File: src/rtl/osd_dii_pkg.sv
// osd_dii_pkg
// Shared DII packet definitions for the event packetizer:
//   - packet type / event subtype codes carried in the FLAGS header word
//   - header word indices and header length
//   - packetizer FSM state encoding
//   - helpers for payload word count and FLAGS word construction
package osd_dii_pkg;

  localparam logic [1:0] TYPE_EVENT = 2'b10;

  localparam logic [3:0] EV_LAST = 4'd0;
  localparam logic [3:0] EV_CONT = 4'd1;

  localparam int HDR_DEST  = 0;
  localparam int HDR_SRC   = 1;
  localparam int HDR_FLAGS = 2;
  localparam int HDR_WORDS = HDR_FLAGS + 1;

  typedef enum logic [2:0] {
    ST_IDLE,
    ST_DEST,
    ST_SRC,
    ST_FLAGS,
    ST_PAYLOAD
  } pkt_state_e;

  // Number of 16-bit payload words needed to carry an event of data_width bits.
  function automatic int payload_words(input int data_width);
    return (data_width + 15) / 16;
  endfunction

  function automatic logic [15:0] flags_word(input logic [3:0] subtype);
    return {TYPE_EVENT, subtype, 10'b0};
  endfunction

endpackage

File: src/rtl/osd_event_packetizer.sv
// osd_event_packetizer
// Turns one wide event word into one or more DII packets (dest, src, flags,
// payload...). Events longer than one packet's payload are fragmented; every
// fragment but the final one is tagged EV_CONT, the final one EV_LAST.
// Ports:
//   clk, rst             clock and synchronous active-high reset
//   id, dest             source / destination address, captured on acceptance
//   event_available      event_data is valid
//   event_data           event payload (DATA_WIDTH bits)
//   event_consumed       event accepted this cycle (combinational)
//   debug_out_data/valid/last  registered packet stream toward the ring router
//   debug_out_ready      ring router can take a word this cycle
module osd_event_packetizer
  import osd_dii_pkg::*;
#(
  parameter int DATA_WIDTH  = 32,
  parameter int MAX_PKT_LEN = 12
) (
  input  logic                  clk,
  input  logic                  rst,
  input  logic [15:0]           id,
  input  logic [15:0]           dest,
  input  logic                  event_available,
  input  logic [DATA_WIDTH-1:0] event_data,
  output logic                  event_consumed,
  output logic [15:0]           debug_out_data,
  output logic                  debug_out_valid,
  output logic                  debug_out_last,
  input  logic                  debug_out_ready
);

  localparam int NW     = payload_words(DATA_WIDTH);
  localparam int PPW    = MAX_PKT_LEN - HDR_WORDS;
  localparam int PW     = NW * 16;
  localparam int WIDX_W = $clog2(NW + 1);
  localparam int PCNT_W = $clog2(PPW + 1);

  localparam logic [WIDX_W-1:0] WIDX_LAST = WIDX_W'(NW - 1);
  localparam logic [PCNT_W-1:0] PCNT_LAST = PCNT_W'(PPW - 1);

  pkt_state_e        state_reg;
  logic [PW-1:0]     payload_reg;
  logic [15:0]       dest_reg;
  logic [15:0]       id_reg;
  logic [WIDX_W-1:0] widx_reg;
  logic [PCNT_W-1:0] pcnt_reg;
  logic [15:0]       data_reg;
  logic              valid_reg;
  logic              last_reg;

  logic [WIDX_W-1:0] widx_next;
  logic [PCNT_W-1:0] pcnt_next;
  logic [15:0]       cur_word;
  logic [15:0]       next_word;
  logic              more_frags;
  logic              first_is_last;

  // Captured payload viewed as an array of 16-bit words, LSW at index 0.
  logic [15:0] word_arr [NW];

  genvar gi;
  generate
    for (gi = 0; gi < NW; gi++) begin : g_words
      assign word_arr[gi] = payload_reg[gi*16 +: 16];
    end
  endgenerate

  assign event_consumed = (state_reg == ST_IDLE) && event_available && !rst;

  always_comb begin
    widx_next     = widx_reg + WIDX_W'(1);
    pcnt_next     = pcnt_reg + PCNT_W'(1);
    cur_word      = word_arr[widx_reg];
    // widx_next reaches NW only after the final word, where it is never used.
    next_word     = (int'(widx_next) < NW) ? word_arr[widx_next] : 16'h0000;
    // More fragments follow when the remaining words exceed one packet.
    more_frags    = (int'(widx_reg) + PPW) < NW;
    first_is_last = (PCNT_LAST == '0) || (widx_reg == WIDX_LAST);
  end

  // Outputs are loaded with the word of the state being entered, so the
  // stream is fully registered and only advances on a valid&&ready handshake.
  always_ff @(posedge clk) begin
    if (rst) begin
      state_reg <= ST_IDLE;
      widx_reg  <= '0;
      pcnt_reg  <= '0;
      data_reg  <= '0;
      valid_reg <= 1'b0;
      last_reg  <= 1'b0;
    end else begin
      case (state_reg)
        ST_IDLE: begin
          if (event_available) begin
            payload_reg <= PW'(event_data);
            dest_reg    <= dest;
            id_reg      <= id;
            widx_reg    <= '0;
            pcnt_reg    <= '0;
            data_reg    <= dest;
            valid_reg   <= 1'b1;
            last_reg    <= 1'b0;
            state_reg   <= ST_DEST;
          end
        end
        ST_DEST: begin
          if (debug_out_ready) begin
            data_reg  <= id_reg;
            state_reg <= ST_SRC;
          end
        end
        ST_SRC: begin
          if (debug_out_ready) begin
            data_reg  <= flags_word(more_frags ? EV_CONT : EV_LAST);
            state_reg <= ST_FLAGS;
          end
        end
        ST_FLAGS: begin
          if (debug_out_ready) begin
            data_reg  <= cur_word;
            last_reg  <= first_is_last;
            pcnt_reg  <= '0;
            state_reg <= ST_PAYLOAD;
          end
        end
        ST_PAYLOAD: begin
          if (debug_out_ready) begin
            widx_reg <= widx_next;
            pcnt_reg <= pcnt_next;
            if (last_reg) begin
              last_reg <= 1'b0;
              if (widx_reg == WIDX_LAST) begin
                data_reg  <= '0;
                valid_reg <= 1'b0;
                state_reg <= ST_IDLE;
              end else begin
                // Next fragment reuses the captured addresses.
                data_reg  <= dest_reg;
                state_reg <= ST_DEST;
              end
            end else begin
              data_reg <= next_word;
              last_reg <= (pcnt_next == PCNT_LAST) || (widx_next == WIDX_LAST);
            end
          end
        end
        default: begin
          state_reg <= ST_IDLE;
          valid_reg <= 1'b0;
          last_reg  <= 1'b0;
        end
      endcase
    end
  end

  assign debug_out_data  = data_reg;
  assign debug_out_valid = valid_reg;
  assign debug_out_last  = last_reg;

endmodule

File: config.mk
export PLATFORM = sky130hd
export DESIGN_NAME = osd_event_packetizer
export DESIGN_NICKNAME = d
export VERILOG_FILES = /design/src/rtl/osd_dii_pkg.sv /design/src/rtl/osd_event_packetizer.sv
export SDC_FILE = /design/constraint.sdc
export NUM_CORES = 1
export LEC_CHECK = 0
export ABC_AREA = 1
export BUFFER_PORTS_ARGS = -buffer_cell sky130_fd_sc_hd__buf_2
export CAP_MARGIN = 25
export CORE_MARGIN = 2
export CORE_UTILIZATION = 37
export DETAILED_ROUTE_END_ITERATION = 6
export PLACE_DENSITY = 0.62
export REMOVE_ABC_BUFFERS = 1
export SLEW_MARGIN = 20
export SYNTH_ARGS = -nofsm -noshare
export SYNTH_HDL_FRONTEND = slang
export SYNTH_SLANG_ARGS = --single-unit
File: constraint.sdc
create_clock -name clk -period 12.8 [get_ports clk]
set_input_delay 1.92 -clock clk [delete_from_list [all_inputs] [get_ports clk]]
set_output_delay 1.92 -clock clk [all_outputs]
set_load 0.005 [all_outputs]
# Word level (Yosys, flattened, before mapping)

Cells that the tools add are included.

Flip-flop bits (word level): 91
Input port bits: 68
Output and inout bits: 19
Word-level logic and storage cells: 93

Add/subtract/negate cells: 3
Magnitude comparators: 4
Equality and inequality tests: 14
Multiplexer cells: 41
Bitwise logic cells: 5
Reduce and logical (&&, ||, !) cells: 17

Operator list:

| kind                | number |
|---|---|
| $mux 16             | 14 |
| $pmux 16 s5         | 1 |
| $mux 3              | 6 |
| $pmux 3 s5          | 1 |
| $ne 2x2->1 const B  | 7 |
| $mux 4              | 3 |
| $pmux 4 s3          | 1 |
| $reduce_and 6->1    | 2 |
| $mux 1              | 10 |
| $reduce_and 4->1    | 2 |
| $eq 3x2->1 const B  | 2 |
| $ge 3x2->1 const B  | 2 |
| $not 2->3           | 2 |
| $reduce_and 3->1    | 2 |
| $add 2x4->5 const B | 1 |
| $lt 5x2->1 const B  | 1 |
| $reduce_and 5->1    | 1 |
| $reduce_bool 5->1   | 1 |
| $add 4x1->4 const B | 1 |
| $eq 2x1->1 const B  | 2 |
| $eq 4x4->1 const B  | 1 |
| $mux 2              | 2 |
| $pmux 1 s4          | 1 |
| $pmux 2 s2          | 1 |
| 14 further kinds    | 17 |

# Depth between registers and ports, before layout

Depth after elaboration: 9
Gate-level depth with buffers: 12
Depth with buffers taken out: 11

# Least setup slack after synthesis

Ideal clock, no wire load.

Path kind: input-to-reg
From: input port rst
To: register dest_reg[0] (enable)
Setup time: 0.486 ns
Arrival time: 5.005 ns
Data required time: 12.314 ns
Path slack: 7.308 ns
Cell stages on the path: 3
Path buffers: 2
Cell sequence: clkbuf_1 clkbuf_1 nor2_1

Longest elaborated chain between the ends: 2

RTL lines:

| what                              | RTL line                   | RTL |
|---|---|---|
| start, declared                   | osd_event_packetizer.sv:20 | `input logic rst,` |
| $not 1->1 (no source line)        | n/a                        |  |
| $reduce_and 3->1 (no source line) | n/a                        |  |
| end signal, assigned              | osd_event_packetizer.sv:96 | `dest_reg <= dest;` |
| end, declared                     | osd_event_packetizer.sv:43 | `logic [15:0] dest_reg;` |

No other way between the ends.
A chain may end at the register's enable or synchronous reset.

# Final worst setup path

From: input port rst
To: output port event_consumed

Longest elaborated chain between the ends: 2

RTL lines:

| what              | RTL line                   | RTL |
|---|---|---|
| $logic_not 1->1   | osd_event_packetizer.sv:68 | `assign event_consumed = (state_reg == ST_IDLE) && event_available && !rst;` |
| $logic_and 1x1->1 | osd_event_packetizer.sv:68 |  |
| end, declared     | osd_event_packetizer.sv:25 | `output logic event_consumed,` |

No other way between the ends.

==> flow_metrics.tcl <==
set metrics [dict create \
    outcome "completed" \
    viasPerCell 4.832 \
    worst_slack_ns 8.263 \
    nets 704 \
    yosys.area_share.simple 0.2791 \
    setup_viol 0 \
    io_pins 87 \
    worstPathMaxFanout 27 \
    r2r_end "debug_out_data[4]" \
    core_um2 11560 \
    power_density_nw_per_um2 155.7 \
    yosys_register_bits 91 \
    worst_ep_arrival_time_ns 2.62 \
    worstPathRequired_ns 10.88 \
    fill_cells 1113 \
    post-route-util 0.4562 \
    syn_to_final_growth_pct 19.23 \
    drt_first_iter_violations 147 \
    htreeDepth 3 \
    tns_ns 0 \
    skew_ns 0.004611 \
    hpwl_um 6850 \
    finalHoldViolCount 0 \
    setup.worst_path.class "primary input to output port" \
    peakVddDrop_uv 89.19 \
    dp_cells 763 \
    startpoint_type "primary input" \
    yosysTopAreaCell "edfxtp_1" \
    vias 3769 \
    cts_root_buf "clkbuf_16" \
    antenna_found_initial 0 \
    synth_top_area_frac 0.4343 \
    preCtsSetupSlack_ns 8.237 \
    die_height_um 113.4 \
    rsz0062_at_grt "false" \
    synth_cells 556 \
    drtPass1Iterations 5 \
    layout_commonest_cell "nand2_1" \
    placed_area_um2 4955 \
    cts.path.max_buffers 2 \
    end_kind "output port" \
    grt_start_max_net_pins 65 \
    die-area_um2 12850 \
    hp-class "flip-flop to flip-flop" \
    grt_pass1_vias 3502 \
    drt_wl_total_um 10560 \
    setup.worst_path.end "event_consumed" \
    grt.total_usage 0.1721 \
    min_period_ns 4.537 \
    initial_core_util 0.3827 \
    largest_reg_flops 32 \
    design_area_um2 5276 \
    timing.rr.start "state_reg[0]" \
    post_cts_buffers 0 \
    numCtsBuffers 9 \
    portBuffers 86 \
    syn_area_um2 4425 \
    drive_above_1_share 0.1805 \
    yosysUniqueCellTypes 23 \
    leakage_nw 2.467 \
    clk_pin_slew_ns 0.07 \
    synth.area.mux_share 0 \
    slew_headroom 0.4005 \
    die_w_um 113.4 \
    antennaDiodeCount 0 \
    cap_violations 0 \
    ff2ff_path_depth 9 \
    row_count 39 \
    drc 0 \
    post-route-period-util 0.3545 \
    gp_congestion 0.8832 \
    synth_compound_area_frac 0.07973 \
    synth_xor_xnor_area_share 0 \
    cp-startpoint "rst" \
    cts_tree "done" \
    synth_adder_area_share 0.01131 \
    ant_nets 0 \
    report.final.slew_viol_count 0 \
    clkLatencyLatePin_ns 0.35 \
    grt-ovfl-total 0 \
    synth_top_family_by_area "simple AND/OR/NAND/NOR gates" \
    cts-resized-gates 0 \
    grt_pass1_wl_um 17110 \
    syn_avg_cell_area_um2 7.960 \
    synth_warnings 0 \
    reg2reg_setup_slack_ns 10.38 \
    postCtsHoldBufs 0 \
    yosysSeqAreaShare 0.5564 \
    wire_per_inst_um 13.53 \
    clock.fmax_mhz 220.4 \
    clock-sinks 91 \
    final_cell_mix "nand2_1, buf_2, edfxtp_1, nor2_1, inv_1" \
    worstMarginPinSlew_ns 0.8983 \
    synthTopCellsByArea "edfxtp_1, nand2_1, dfxtp_1" \
    layout.cells.non_filler 780 \
]
[power breakdown]
group | leakage, nW | switching, mW | internal, mW
clock network | 0.144 | 0.113 | 0.153
registers | 0.813 | 0.0197 | 0.348
logic | 1.51 | 0.120 | 0.0669
[worst max-delay path, stage by stage]
cell,delay [ns]
buf_2,0.44
nor2_1,0.11
buf_2,0.15
[how the worst min path moves through the flow]
stage	from	to	cells after the start
final	debug_out_data[11]	debug_out_data[11]	2
after global routing	debug_out_data[11]	debug_out_data[11]	2
after CTS	debug_out_data[11]	debug_out_data[11]	2
after detailed placement	debug_out_data[11]	debug_out_data[11]	2
after global placement	debug_out_data[8]	debug_out_data[8]	2
after floorplan	pcnt_reg[3]	pcnt_reg[3]	2
[synth_stat cells (all sizes together)]
cell    instances
nand2         215
nor2           66
edfxtp         64
inv            55
a21oi          41
dfxtp          27
nand3          27
o21ai          23
clkbuf         14
buf            11
ha              4
a211oi          2
clkinv          2
nand4           2
nand3b          1
o211a           1
o21a            1
[cell families (layout without fill, tap and decap cells)]
| kind of cell | Yosys count | after routing |
|---|---|---|
| flip-flops | 91 | 91 |
| buffers and inverters | 82 | 163 |
| adder cells (fa/ha/maj) | 4 | 4 |
| AND/OR/NAND/NOR | 311 | 311 |
| AO/OA/AOI/OAI | 68 | 68 |
[metal layers]
| layer | vias to the layer above | share of wire | global-route usage |
|---|---|---|---|
| met1 | 1694 | 0.42 | 0.2070 |
| met2 | 132 | 0.49 | 0.2906 |
| li1 | 1926 | - | - |
| met3 | 17 | 0.069 | 0.05570 |
| met5 | - | 0 | 0 |
| met4 | 0 | 0.020 | 0.06016 |
[per-stage QoR]
stage | hold slack (ns) | power, mW
global route | 0.4743 | 0.8694
detailed placement | 0.4536 | 0.5593
CTS | 0.4642 | 0.8273
global placement | 0.4494 | 0.5547
floorplan | 0.4523 | 0.4914
finish | 0.4627 | 0.8213
[final cells by class]
| cell class | count | area (µm²) | area share |
|---|---|---|---|
| multi-input combinational | 383 | 1645 | 0.3118 |
| sequential | 91 | 2464 | 0.4669 |
| timing repair buffer | 90 | 480.5 | 0.09106 |
| inverter | 57 | 214.0 | 0.04055 |
| clock inverter | 5 | 61.31 | 0.01162 |
| clock buffer | 11 | 232.7 | 0.04411 |
| tap | 143 | 178.9 | 0.03391 |
(Power assumes the default switching activity.)
